**src/rtl/axi_stream_extract_header_if.sv**
```systemverilog
`default_nettype none
// ============================================================================
// Module      : axi_stream_extract_header_if
// Description : Bundled input stream, payload stream and header side channel
//               for the header-extract stage.
// Revision    : 1.0 - initial release
// ============================================================================
interface axi_stream_extract_header_if #(
    parameter int DATA_WD      = 32,
    parameter int DATA_BYTE_WD = DATA_WD / 8,
    parameter int BYTE_CNT_WD  = $clog2(DATA_BYTE_WD)
);
    logic                    valid_in;
    logic [DATA_WD-1:0]      data_in;
    logic [DATA_BYTE_WD-1:0] keep_in;
    logic                    last_in;
    logic                    ready_in;
    logic                    valid_out;
    logic [DATA_WD-1:0]      data_out;
    logic [DATA_BYTE_WD-1:0] keep_out;
    logic                    last_out;
    logic                    ready_out;
    logic                    valid_hdr;
    logic [DATA_WD-1:0]      data_hdr;
    logic [DATA_BYTE_WD-1:0] keep_hdr;
    logic                    ready_hdr;
    logic [BYTE_CNT_WD-1:0]  byte_extract_cnt;

    modport slave (
        input  valid_in, data_in, keep_in, last_in, byte_extract_cnt, ready_out, ready_hdr,
        output ready_in, valid_out, data_out, keep_out, last_out, valid_hdr, data_hdr, keep_hdr
    );

    modport master (
        output valid_in, data_in, keep_in, last_in, byte_extract_cnt, ready_out, ready_hdr,
        input  ready_in, valid_out, data_out, keep_out, last_out, valid_hdr, data_hdr, keep_hdr
    );
endinterface
`default_nettype wire

```
**src/rtl/axi_stream_extract_header.sv**
```systemverilog
`default_nettype none
// ============================================================================
// Module      : axi_stream_extract_header
// Description : Strips the first 1..DATA_BYTE_WD bytes of each packet onto a
//               header channel and re-aligns the remaining payload MSB-first.
// Revision    : 1.0 - initial release
// ============================================================================
module axi_stream_extract_header #(
    parameter int DATA_WD      = 32,
    parameter int DATA_BYTE_WD = DATA_WD / 8,
    parameter int BYTE_CNT_WD  = $clog2(DATA_BYTE_WD)
) (
    input  logic                       clk,
    input  logic                       rst_n,
    axi_stream_extract_header_if.slave bus_io
);
    localparam int              c_CW   = BYTE_CNT_WD + 1;
    localparam logic [c_CW-1:0] c_FULL = c_CW'(DATA_BYTE_WD);

    typedef enum logic [1:0] {
        ST_HDR   = 2'd0,
        ST_BODY  = 2'd1,
        ST_FLUSH = 2'd2
    } state_t;

    function automatic logic [DATA_BYTE_WD-1:0] f_keep(input logic [c_CW-1:0] n);
        logic [DATA_BYTE_WD-1:0] k;
        k = '0;
        for (int i = 0; i < DATA_BYTE_WD; i++)
            if (i < int'(n)) k[DATA_BYTE_WD-1-i] = 1'b1;
        return k;
    endfunction

    function automatic logic [DATA_WD-1:0] f_expand(input logic [DATA_BYTE_WD-1:0] k);
        logic [DATA_WD-1:0] m;
        m = '0;
        for (int i = 0; i < DATA_BYTE_WD; i++) m[i*8 +: 8] = {8{k[i]}};
        return m;
    endfunction

    function automatic logic [c_CW-1:0] f_count(input logic [DATA_BYTE_WD-1:0] k);
        logic [c_CW-1:0] c;
        c = '0;
        for (int i = 0; i < DATA_BYTE_WD; i++) if (k[i]) c = c + c_CW'(1);
        return c;
    endfunction

    state_t                  state_q, state_d;
    logic [DATA_WD-1:0]      res_q, res_d;
    logic [c_CW-1:0]         res_cnt_q, res_cnt_d;
    logic                    out_valid_q, out_valid_d;
    logic [DATA_WD-1:0]      out_data_q, out_data_d;
    logic [DATA_BYTE_WD-1:0] out_keep_q, out_keep_d;
    logic                    out_last_q, out_last_d;
    logic                    hdr_valid_q, hdr_valid_d;
    logic [DATA_WD-1:0]      hdr_data_q, hdr_data_d;
    logic [DATA_BYTE_WD-1:0] hdr_keep_q, hdr_keep_d;

    logic                    w_ready_in;
    logic [c_CW-1:0]         w_n, w_h, w_hmin, w_tot;
    logic [DATA_WD-1:0]      w_data_m;
    logic [DATA_BYTE_WD-1:0] w_hkeep;
    logic [2*DATA_WD-1:0]    w_cat;

    assign w_n      = f_count(bus_io.keep_in);
    assign w_data_m = bus_io.data_in & f_expand(bus_io.keep_in);
    assign w_h      = c_CW'(bus_io.byte_extract_cnt) + c_CW'(1);
    assign w_hmin   = (w_n < w_h) ? w_n : w_h;
    assign w_hkeep  = f_keep(w_hmin);
    assign w_tot    = res_cnt_q + w_n;
    // Residual bytes on top, incoming bytes placed right behind them.
    assign w_cat    = {res_q, {DATA_WD{1'b0}}}
                    | ({{DATA_WD{1'b0}}, w_data_m} << ((DATA_BYTE_WD - int'(res_cnt_q)) * 8));

    always_comb begin
        state_d     = state_q;
        res_d       = res_q;
        res_cnt_d   = res_cnt_q;
        out_valid_d = out_valid_q;
        out_data_d  = out_data_q;
        out_keep_d  = out_keep_q;
        out_last_d  = out_last_q;
        hdr_valid_d = hdr_valid_q;
        hdr_data_d  = hdr_data_q;
        hdr_keep_d  = hdr_keep_q;
        w_ready_in  = 1'b0;

        if (out_valid_q && bus_io.ready_out) out_valid_d = 1'b0;
        if (hdr_valid_q && bus_io.ready_hdr) hdr_valid_d = 1'b0;

        case (state_q)
            ST_HDR: begin
                w_ready_in = !hdr_valid_q || bus_io.ready_hdr;
                if (w_ready_in && bus_io.valid_in) begin
                    hdr_valid_d = 1'b1;
                    hdr_data_d  = w_data_m & f_expand(w_hkeep);
                    hdr_keep_d  = w_hkeep;
                    res_d       = w_data_m << (int'(w_h) * 8);
                    res_cnt_d   = (w_n > w_h) ? (w_n - w_h) : '0;
                    if (bus_io.last_in && (w_n <= w_h)) state_d = ST_HDR;
                    else if (bus_io.last_in)            state_d = ST_FLUSH;
                    else                                state_d = ST_BODY;
                end
            end
            ST_BODY: begin
                w_ready_in = !out_valid_q || bus_io.ready_out;
                if (w_ready_in && bus_io.valid_in) begin
                    out_valid_d = 1'b1;
                    out_data_d  = w_cat[2*DATA_WD-1 -: DATA_WD];
                    if (bus_io.last_in && (w_tot <= c_FULL)) begin
                        out_keep_d = f_keep(w_tot);
                        out_last_d = 1'b1;
                        res_d      = '0;
                        res_cnt_d  = '0;
                        state_d    = ST_HDR;
                    end else begin
                        out_keep_d = '1;
                        out_last_d = 1'b0;
                        res_d      = w_cat[DATA_WD-1:0];
                        res_cnt_d  = w_tot - c_FULL;
                        state_d    = bus_io.last_in ? ST_FLUSH : ST_BODY;
                    end
                end
            end
            ST_FLUSH: begin
                if (!out_valid_q || bus_io.ready_out) begin
                    out_valid_d = 1'b1;
                    out_data_d  = res_q;
                    out_keep_d  = f_keep(res_cnt_q);
                    out_last_d  = 1'b1;
                    res_d       = '0;
                    res_cnt_d   = '0;
                    state_d     = ST_HDR;
                end
            end
            default: state_d = ST_HDR;
        endcase
    end

    always_ff @(posedge clk or negedge rst_n) begin
        if (!rst_n) begin
            state_q     <= ST_HDR;
            res_q       <= '0;
            res_cnt_q   <= '0;
            out_valid_q <= 1'b0;
            out_data_q  <= '0;
            out_keep_q  <= '0;
            out_last_q  <= 1'b0;
            hdr_valid_q <= 1'b0;
            hdr_data_q  <= '0;
            hdr_keep_q  <= '0;
        end else begin
            state_q     <= state_d;
            res_q       <= res_d;
            res_cnt_q   <= res_cnt_d;
            out_valid_q <= out_valid_d;
            out_data_q  <= out_data_d;
            out_keep_q  <= out_keep_d;
            out_last_q  <= out_last_d;
            hdr_valid_q <= hdr_valid_d;
            hdr_data_q  <= hdr_data_d;
            hdr_keep_q  <= hdr_keep_d;
        end
    end

    assign bus_io.ready_in  = w_ready_in;
    assign bus_io.valid_out = out_valid_q;
    assign bus_io.data_out  = out_data_q;
    assign bus_io.keep_out  = out_keep_q;
    assign bus_io.last_out  = out_last_q;
    assign bus_io.valid_hdr = hdr_valid_q;
    assign bus_io.data_hdr  = hdr_data_q;
    assign bus_io.keep_hdr  = hdr_keep_q;
endmodule
`default_nettype wire

```
**src/flat_wrapper.sv**
```systemverilog
// flat-port wrapper written by rule: the top's interface ports become plain ports
module axi_stream_extract_header_flat 
#(
    parameter int DATA_WD      = 32,
    parameter int DATA_BYTE_WD = DATA_WD / 8,
    parameter int BYTE_CNT_WD  = $clog2(DATA_BYTE_WD)
)
  (clk, rst_n, bus_io_valid_in, bus_io_data_in, bus_io_keep_in, bus_io_last_in, bus_io_byte_extract_cnt, bus_io_ready_out, bus_io_ready_hdr, bus_io_ready_in, bus_io_valid_out, bus_io_data_out, bus_io_keep_out, bus_io_last_out, bus_io_valid_hdr, bus_io_data_hdr, bus_io_keep_hdr);
  axi_stream_extract_header_if #(.DATA_WD(DATA_WD), .DATA_BYTE_WD(DATA_BYTE_WD), .BYTE_CNT_WD(BYTE_CNT_WD)) bus_io_i ();
  input  logic clk;
  input  logic rst_n;
  input wire logic [$bits(bus_io_i.valid_in)-1:0] bus_io_valid_in;
  input wire logic [$bits(bus_io_i.data_in)-1:0] bus_io_data_in;
  input wire logic [$bits(bus_io_i.keep_in)-1:0] bus_io_keep_in;
  input wire logic [$bits(bus_io_i.last_in)-1:0] bus_io_last_in;
  input wire logic [$bits(bus_io_i.byte_extract_cnt)-1:0] bus_io_byte_extract_cnt;
  input wire logic [$bits(bus_io_i.ready_out)-1:0] bus_io_ready_out;
  input wire logic [$bits(bus_io_i.ready_hdr)-1:0] bus_io_ready_hdr;
  output wire logic [$bits(bus_io_i.ready_in)-1:0] bus_io_ready_in;
  output wire logic [$bits(bus_io_i.valid_out)-1:0] bus_io_valid_out;
  output wire logic [$bits(bus_io_i.data_out)-1:0] bus_io_data_out;
  output wire logic [$bits(bus_io_i.keep_out)-1:0] bus_io_keep_out;
  output wire logic [$bits(bus_io_i.last_out)-1:0] bus_io_last_out;
  output wire logic [$bits(bus_io_i.valid_hdr)-1:0] bus_io_valid_hdr;
  output wire logic [$bits(bus_io_i.data_hdr)-1:0] bus_io_data_hdr;
  output wire logic [$bits(bus_io_i.keep_hdr)-1:0] bus_io_keep_hdr;
  assign bus_io_i.valid_in = bus_io_valid_in;
  assign bus_io_i.data_in = bus_io_data_in;
  assign bus_io_i.keep_in = bus_io_keep_in;
  assign bus_io_i.last_in = bus_io_last_in;
  assign bus_io_i.byte_extract_cnt = bus_io_byte_extract_cnt;
  assign bus_io_i.ready_out = bus_io_ready_out;
  assign bus_io_i.ready_hdr = bus_io_ready_hdr;
  assign bus_io_ready_in = bus_io_i.ready_in;
  assign bus_io_valid_out = bus_io_i.valid_out;
  assign bus_io_data_out = bus_io_i.data_out;
  assign bus_io_keep_out = bus_io_i.keep_out;
  assign bus_io_last_out = bus_io_i.last_out;
  assign bus_io_valid_hdr = bus_io_i.valid_hdr;
  assign bus_io_data_hdr = bus_io_i.data_hdr;
  assign bus_io_keep_hdr = bus_io_i.keep_hdr;
  axi_stream_extract_header #(.DATA_WD(DATA_WD), .DATA_BYTE_WD(DATA_BYTE_WD), .BYTE_CNT_WD(BYTE_CNT_WD)) u_core (.clk(clk), .rst_n(rst_n), .bus_io(bus_io_i));
endmodule
```
**config.mk**
```make
export PLATFORM = sky130hd
export DESIGN_NAME = axi_stream_extract_header_flat
export DESIGN_NICKNAME = d
export VERILOG_FILES = /design/src/rtl/axi_stream_extract_header_if.sv /design/src/rtl/axi_stream_extract_header.sv /design/src/flat_wrapper.sv
export SDC_FILE = /design/constraint.sdc
export NUM_CORES = 1
export LEC_CHECK = 0
export ABC_AREA = 1
export ABC_CLOCK_PERIOD_IN_PS = 5500
export CORE_MARGIN = 4
export CORE_UTILIZATION = 45
export CTS_CLUSTER_DIAMETER = 200
export CTS_CLUSTER_SIZE = 40
export DETAILED_ROUTE_END_ITERATION = 10
export GPL_ROUTABILITY_DRIVEN = 1
export PLACE_DENSITY = 0.67
export SLEW_MARGIN = 20
export SYNTH_ARGS = -nofsm -noshare
export SYNTH_HDL_FRONTEND = slang
export SYNTH_SLANG_ARGS = --single-unit
```
**constraint.sdc**
```tcl
create_clock -name clk -period 5.5 [get_ports clk]
set_clock_uncertainty 0.2 [all_clocks]
set_input_delay 0.55 -clock clk [delete_from_list [all_inputs] [get_ports clk]]
set_output_delay 0.55 -clock clk [all_outputs]
set_load 0.05 [all_outputs]
```
==> results of run 1 <==
## registers in the layout, summed over array words and instances, names as in the netlist
register	count
u_core.bus_io.data_hdr	32
u_core.bus_io.data_out	32
u_core.res_q	32
u_core.bus_io.keep_hdr	4
u_core.bus_io.keep_out	4
u_core.res_cnt_q	3
u_core.state_q	2
u_core.bus_io.last_out	1
u_core.bus_io.valid_hdr	1
u_core.bus_io.valid_out	1
## logic make-up (layout without fill, tap and decap cells)
kind of cell | after synthesis | after routing
AOI/OAI and AO/OA | 159 | 159
xor gates and xnor gates | 3 | 3
adders and majority gates | 18 | 18
buffers and inverters | 190 | 269
DFF | 112 | 112
and+or+nand+nor | 672 | 672
## worst min-delay path by stage
stage	endpoint	start	cells after the start	slack (ns)
after floorplan	u_core.bus_io.data_hdr[0]	rst_n	0	0.05
after global placement	u_core.bus_io.data_hdr[28]	u_core.bus_io.data_hdr[28]	2	0.26
after detailed placement	u_core.bus_io.data_hdr[28]	u_core.bus_io.data_hdr[28]	2	0.27
after CTS	u_core.bus_io.keep_hdr[0]	rst_n	1	0.06
after global routing	u_core.bus_io.keep_hdr[0]	rst_n	1	0.08
final	u_core.bus_io.keep_hdr[0]	rst_n	1	0.02
## layout by cell type (no fill, tap or decap), types with 6 or more instances in the layout
cell type        synthesis  routed
a21boi_0                 6       6
nand2_1                363     362
o21ai_1                 10      10
dfrtp_1                112     112
nor2_1                 158     158
o21ai_0                 51      51
nand3_1                103     103
a21oi_1                 51      51
a31oi_1                  9       9
inv_1                  117     117
buf_4                    4      14
o211ai_1                 8       8
ha_1                    16      16
clkbuf_16                0       9
nand4_1                 40      40
clkdlybuf4s50_1          0     118
a21boi_1                21      21
## power by group
group          internal (µW)  switching [µW]  leakage [µW]  total [µW]
registers               1190             182       0.00138        1370
clock network            327             366      0.000150         693
logic                   1230            2880       0.00299        4110
## cell type report
type	instances	area, µm²
clock buffers	9	225
clock inverters	7	81.3
fillers	1691	7430
inverters	121	454
multi-input cells	852	3970
flip-flops and latches	112	2800
well taps	220	275
repair buffers	132	1290
## per-stage QoR
| step | utilization, % | power, µW | area, µm² |
|---|---|---|---|
| 2_1_floorplan | - | 4340 | 7560 |
| 3_3_place_gp | 53.2 | 5430 | 8790 |
| 3_5_place_dp | 53.2 | 5450 | 8790 |
| 4_1_cts | 55.0 | 6160 | 9100 |
| 5_1_grt | 55.0 | 6670 | 9100 |
| 6_report | 55.0 | 6170 | 9100 |
## layer usage
layer / vias up / wire (µm) / global-route usage, %
met4: 0 / 1330 / 15.1
met2: 368 / 11100 / 41.2
li1: 3824 / - / -
met5: - / 0 / 0
met1: 3623 / 11200 / 39.5
met3: 76 / 1920 / 3.36
==> qor.yml, run 1 <==
floorplan:
  die_w_um: 138
  coreArea_um2: 16500
  die_y_um: 138
  row_count: 47
  die-area_um2: 18900
  ios: 120
  start_util_pct: 45.8
final_layout:
  synthToLayoutAreaGrowth_pct: 20.3
  layout.nets: 1290
  final_cells: 1453
  drive_above_1_share_pct: 3.33
  diodes: 0
synth:
  ys_warn_count: 0
  syn_nets: 1216
  synthAdderAreaFrac_pct: 3.18
  synth_edf_count: 0
  yosysSeqAreaShare_pct: 37.1
  synth_flop_cell: "dfrtp_1"
  synthTopCellsByArea: "dfrtp_1 37%, nand2_1 18%, nor2_1 7.8%, nand3_1 6.8%, inv_1 5.8%"
  synthDistinctLibCells: 35
  syn_area_um2: 7560
  ys_ff_latch: 112
  synth_largest_area_cell: "dfrtp_1"
  yosys.area_share.simple_pct: 36.8
  synth_compound_area_share_pct: 12.0
  synth_top_area_share_pct: 37.1
  async_flop_share_pct: 100
  synth_cells: 1154
  synthTopCellsByCount: "363 x nand2_1, 158 x nor2_1, 117 x inv_1"
  synthMuxAreaShare_pct: 0
  synth.most_common_cell: "nand2_1"
  synth_top_family_by_area: "simple AND/OR/NAND/NOR gates"
  synth-xor-area-share_pct: 0.447
  syn_area_per_cell_um2: 6.55
global_routing:
  grt_antenna_before_repair: 0
  first_global_vias: 7303
  grt_pass1_wl_um: 40700
  global_route.overflow_total: 0
  grt_usage_pct: 27.8
  grt_max_degree: 58
timing:
  fmax_mhz: 231
  tightest_slew_ns: 0.841
  hold_viol: 0
  rsz0062_at_grt: "false"
  setup_ws_ns: 1.18
  fin_crit_ns: 4.32
  finalCritPeriodShare_pct: 78.5
  fin_tns_setup_ns: 0
  slew_viol_final: 0
  whs_ns: 0.0246
  relSlewSlack_pct: 43.6
  setup_viol: 0
setup_path:
  rr_worst_depth: 11
  cp_num_buf_inv: 5
  cp_num_cells: 18
  endpoint_kind: "flip-flop"
  worstPathCellList: "clkdlybuf4s50_1 > inv_1 > ha_1 > xnor2_1 > inv_1 > ha_1 > nand2_1 > inv_1 > nand2_1 > nand2_1 > ha_1 > nand3_1 > nand3_1 > inv_1 > nand2_1 > nand2_1 > o21ai_1 > o21ai_0"
  path_max_fanout: 19
  cp-start-kind: "input pin"
  reg2reg_slack_ns: 2.66
  crit_family: "buffers and inverters"
  worst_path_most_repeated_cell: "nand2_1"
  arrival_ns: 4.36
  required_ns: 5.54
  crit_path_end: "u_core.bus_io.data_hdr[19]"
  crit_start: "bus_io_keep_in[0]"
  criticalPathCategory: "in2reg"
  regToRegEndpoint: "u_core.res_q[19]"
  max_stage_delay_ns: 0.93
  r2r-start: "u_core.state_q[1]"
  crit_slowest_cell: "clkdlybuf4s50_1"
clock_tree:
  clockRootBuffer: "clkbuf_16"
  cts_sinks: 112
  post_cts_buffers: 0
  postCtsHoldBufs: 0
  clock_latency_ns: 0.38
  cts_resized: 0
  clockBufferDepth: 2
  numCtsBuffers: 9
  path_clk_slew_ns: 0.08
  cts_tree: "built"
  cts_max_level: 3
placed_design:
  gp_congestion: 1.01
  place_ws_ns: 0.852
  dp_cells: 1437
  hpwlAfterDp_um: 18700
  numPortBuffers: 119
routing:
  wl_um: 25600
  via_count: 7891
  drtAntennaViolNets: 0
  drt_iter0_drc: 1012
  viasPerCell: 5.43
  wl_per_cell_um: 17.6
  dr.pass1.iters: 7
  drcViolationCount: 0
pwr:
  power_density_nw_per_um2: 679
  p_leak_uw: 0.00451
  vdd_drop_max_mv: 0.369
outcome:
  outcome: "finished clean"
min_path:
  hold_path_class: "in2async"
run:
  max-cap-violations: 0
No activity file was read; power rests on OpenSTA's default activity.
==> run 2: changes to the inputs <==
ABC_CLOCK_PERIOD_IN_PS = 3500   (was 5500)
PLACE_DENSITY = 0.69   (was 0.67)
clock period = 3.5 ns   (was 5.5 ns; I/O delays follow)
==> qor.yml, run 2 (same netlist as run 1, synthesis figures left out) <==
outcome:
  outcome: "finished clean"
setup_path:
  max_stage_delay_ns: 0.49  # -0.44 ns
  cp_num_buf_inv: 6  # +1
  worst_path_most_repeated_cell: "inv_1"
  cp-start-kind: "input pin"
  arrival_ns: 3.27  # -1.09 ns
  endpoint_kind: "flip-flop"
  crit_family: "buffers and inverters"
  crit_slowest_cell: "clkdlybuf4s50_1"
  criticalPathCategory: "in2reg"
  crit_start: "bus_io_keep_in[0]"
  worstPathCellList: "clkdlybuf4s50_1 > inv_1 > ha_4 > xnor2_2 > inv_1 > ha_1 > nand2_1 > nand2_2 > inv_1 > fa_1 > xor2_1 > inv_1 > nand2_1 > nand3_2 > nand2_4 > buf_12 > nand2_1 > a21boi_0"
  path_max_fanout: 19  # unchanged
  r2r-start: "u_core.state_q[0]"
  required_ns: 3.59  # -1.95 ns
pwr:
  power_density_nw_per_um2: 1060  # +55%
  p_int_uw: 4470  # +63%
  p_comb_share_pct: 67.1  # +0.5 points
  switching_power_uw: 5420  # +58%
  power_frac_seq_pct: 21.9  # -0.3 points
  vdd_drop_max_mv: 0.620  # +68%
  p_sw_share_pct: 54.8  # -0.72 points
  clkPwrFrac_pct: 11.0  # -0.2 points
  p_leak_uw: 0.00465  # +3.1%
timing:
  hold_viol: 0  # unchanged
  setup_viol: 0  # unchanged
  fin_tns_setup_ns: 0  # unchanged
  finalCritPeriodShare_pct: 90.9
  tightest_slew_ns: 0.863  # +0.0220 ns
  setup_ws_ns: 0.319  # -0.861 ns
  fin_crit_ns: 3.18
  fmax_mhz: 314
  whs_ns: 0.291  # +0.266 ns
  relSlewSlack_pct: 42.1  # -1.5 points
  rsz0062_at_grt: "false"
  slew_viol_final: 0  # unchanged
routing:
  drtAntennaViolNets: 0  # unchanged
  viasPerCell: 5.40  # -0.62%
  met3_length_um: 2140  # +11%
  via_count: 7972  # +1.0%
  drcViolationCount: 0  # unchanged
  maxUsedRoutingLayer: "met4"
  wl_um: 25200  # -1.4%
  wl_met1_um: 10700  # -4.4%
  dr.pass1.iters: 6  # -1
  met2_length_um: 11300  # +1.3%
  drt_iter0_drc: 964  # -4.7%
  wl_per_cell_um: 17.1  # -3.0%
global_routing:
  grt_pass1_wl_um: 39500  # -3.0%
  global_route.overflow_total: 0  # unchanged
  first_global_vias: 7374  # +0.97%
  grt_usage_pct: 27.2  # -0.66 points
  grt_antenna_before_repair: 0  # unchanged
  grt_max_degree: 63  # +8.6%
final_layout:
  synthToLayoutAreaGrowth_pct: 23.9
  fin_area_um2: 9370  # +3.0%
  final_cell_mix: "359 x nand2_1, 158 x nor2_1, 118 x clkdlybuf4s50_1"
  layout.nets: 1314  # +1.9%
  layout_commonest_cell: "nand2_1"
  drive_above_1_share_pct: 5.57  # +2.2 points
  diodes: 0  # unchanged
  nFillCells: 1679  # -0.71%
run:
  max-cap-violations: 0  # unchanged
placed_design:
  gp_congestion: 0.965  # -4.7%
  dpl_cell_area_um2: 9010  # +2.5%
  hpwlAfterDp_um: 18700  # +0.16%
  numPortBuffers: 119  # unchanged
  place_ws_ns: -0.223  # -1.08 ns
min_path:
  holdCritStartpoint: "u_core.bus_io.data_hdr[9]"
  hold_path_class: "reg2reg"
floorplan:
  start_util_pct: 45.8  # unchanged
  ios: 120  # unchanged
  row_count: 47  # unchanged
  die-area_um2: 18900  # unchanged
  die_y_um: 138  # unchanged
  die_w_um: 138  # unchanged
  coreArea_um2: 16500  # unchanged
clock_tree:
  path_clk_slew_ns: 0.09  # about the same
  cts_sinks: 112  # unchanged
  clockBufferDepth: 2  # unchanged
  clockRootBuffer: "clkbuf_16"
  numCtsBuffers: 9  # unchanged
  cts_max_level: 3  # unchanged
  clock_latency_ns: 0.37  # about the same
  cts_tree: "built"
  post_cts_buffers: 0  # unchanged
-- run 2: per-layer routing --
metal  vias to the layer above  global-route usage (%)
li1                       3875                       -
met3                        74                    3.94
met5                         -                       0
met4                         0                    12.9
met1                      3625                    37.2
met2                       398                    42.3
-- run 2: path summary, 6_finish.rpt --
path | endpoint | slack [ns] | cells past startpoint
min | u_core.bus_io.data_hdr[9] | 0.29 | 2
max in group asynchronous | u_core.res_q[21] | 1.97 | 3
max | u_core.res_q[18] | 0.32 | 18
min reg2reg | u_core.bus_io.data_hdr[9] | 0.29 | 2
min in group asynchronous | u_core.bus_io.keep_hdr[0] | 0.34 | 2
max reg2reg | u_core.bus_io.data_out[20] | 0.93 | 9
-- run 2: area by class of cell --
class | count | area, µm² | share of cell area (%)
clock inverters | 7 | 82.6 | 0.882
flip-flops and latches | 112 | 2800 | 29.9
well taps | 220 | 275 | 2.94
clock buffers | 9 | 225 | 2.40
inverters | 121 | 454 | 4.85
multi-input cells | 852 | 4010 | 42.8
repair buffers | 156 | 1520 | 16.2
-- run 2: power by group through the flow --
stage | Clock, µW | Combinational [µW] | Sequential, µW
floorplan | 0 | 3510 | 3310
global placement | 0 | 6490 | 2180
detailed placement | 0 | 6540 | 2180
CTS | 1100 | 6570 | 2170
global route | 1160 | 7240 | 2230
finish | 1090 | 6630 | 2170
-- run 2: tightest hold or removal path: cells and delay by family, from the launching register on --
family / cells / cell delay (ns)
DFF: 1 / 0.35
and+or+nand+nor: 2 / 0.11
-- run 2: what timing repair did --
| item | in CTS | in global routing |
|---|---|---|
| gates resized for setup | 0 | 8 |
| hold buffers | 1 | 0 |
| setup endpoints to repair | 0 | 49 |
| hold endpoints to repair | 50 | 0 |
-- run 2: through the flow --
step / total power [µW] / std cells / utilization, %
after floorplan: 6810 / 1154 / -
after global placement: 8670 / 1460 / 54.5
after detailed placement: 8720 / 1460 / 54.5
after CTS: 9840 / 1477 / 56.5
after global routing: 10600 / 1477 / 56.7
final: 9880 / 1477 / 56.7
==> run 3: changes to the inputs <==
TNS_END_PERCENT = 10   (was not set)
==> results of run 3 <==
No change in the layout: final DEF, timing and power equal those of run 2.
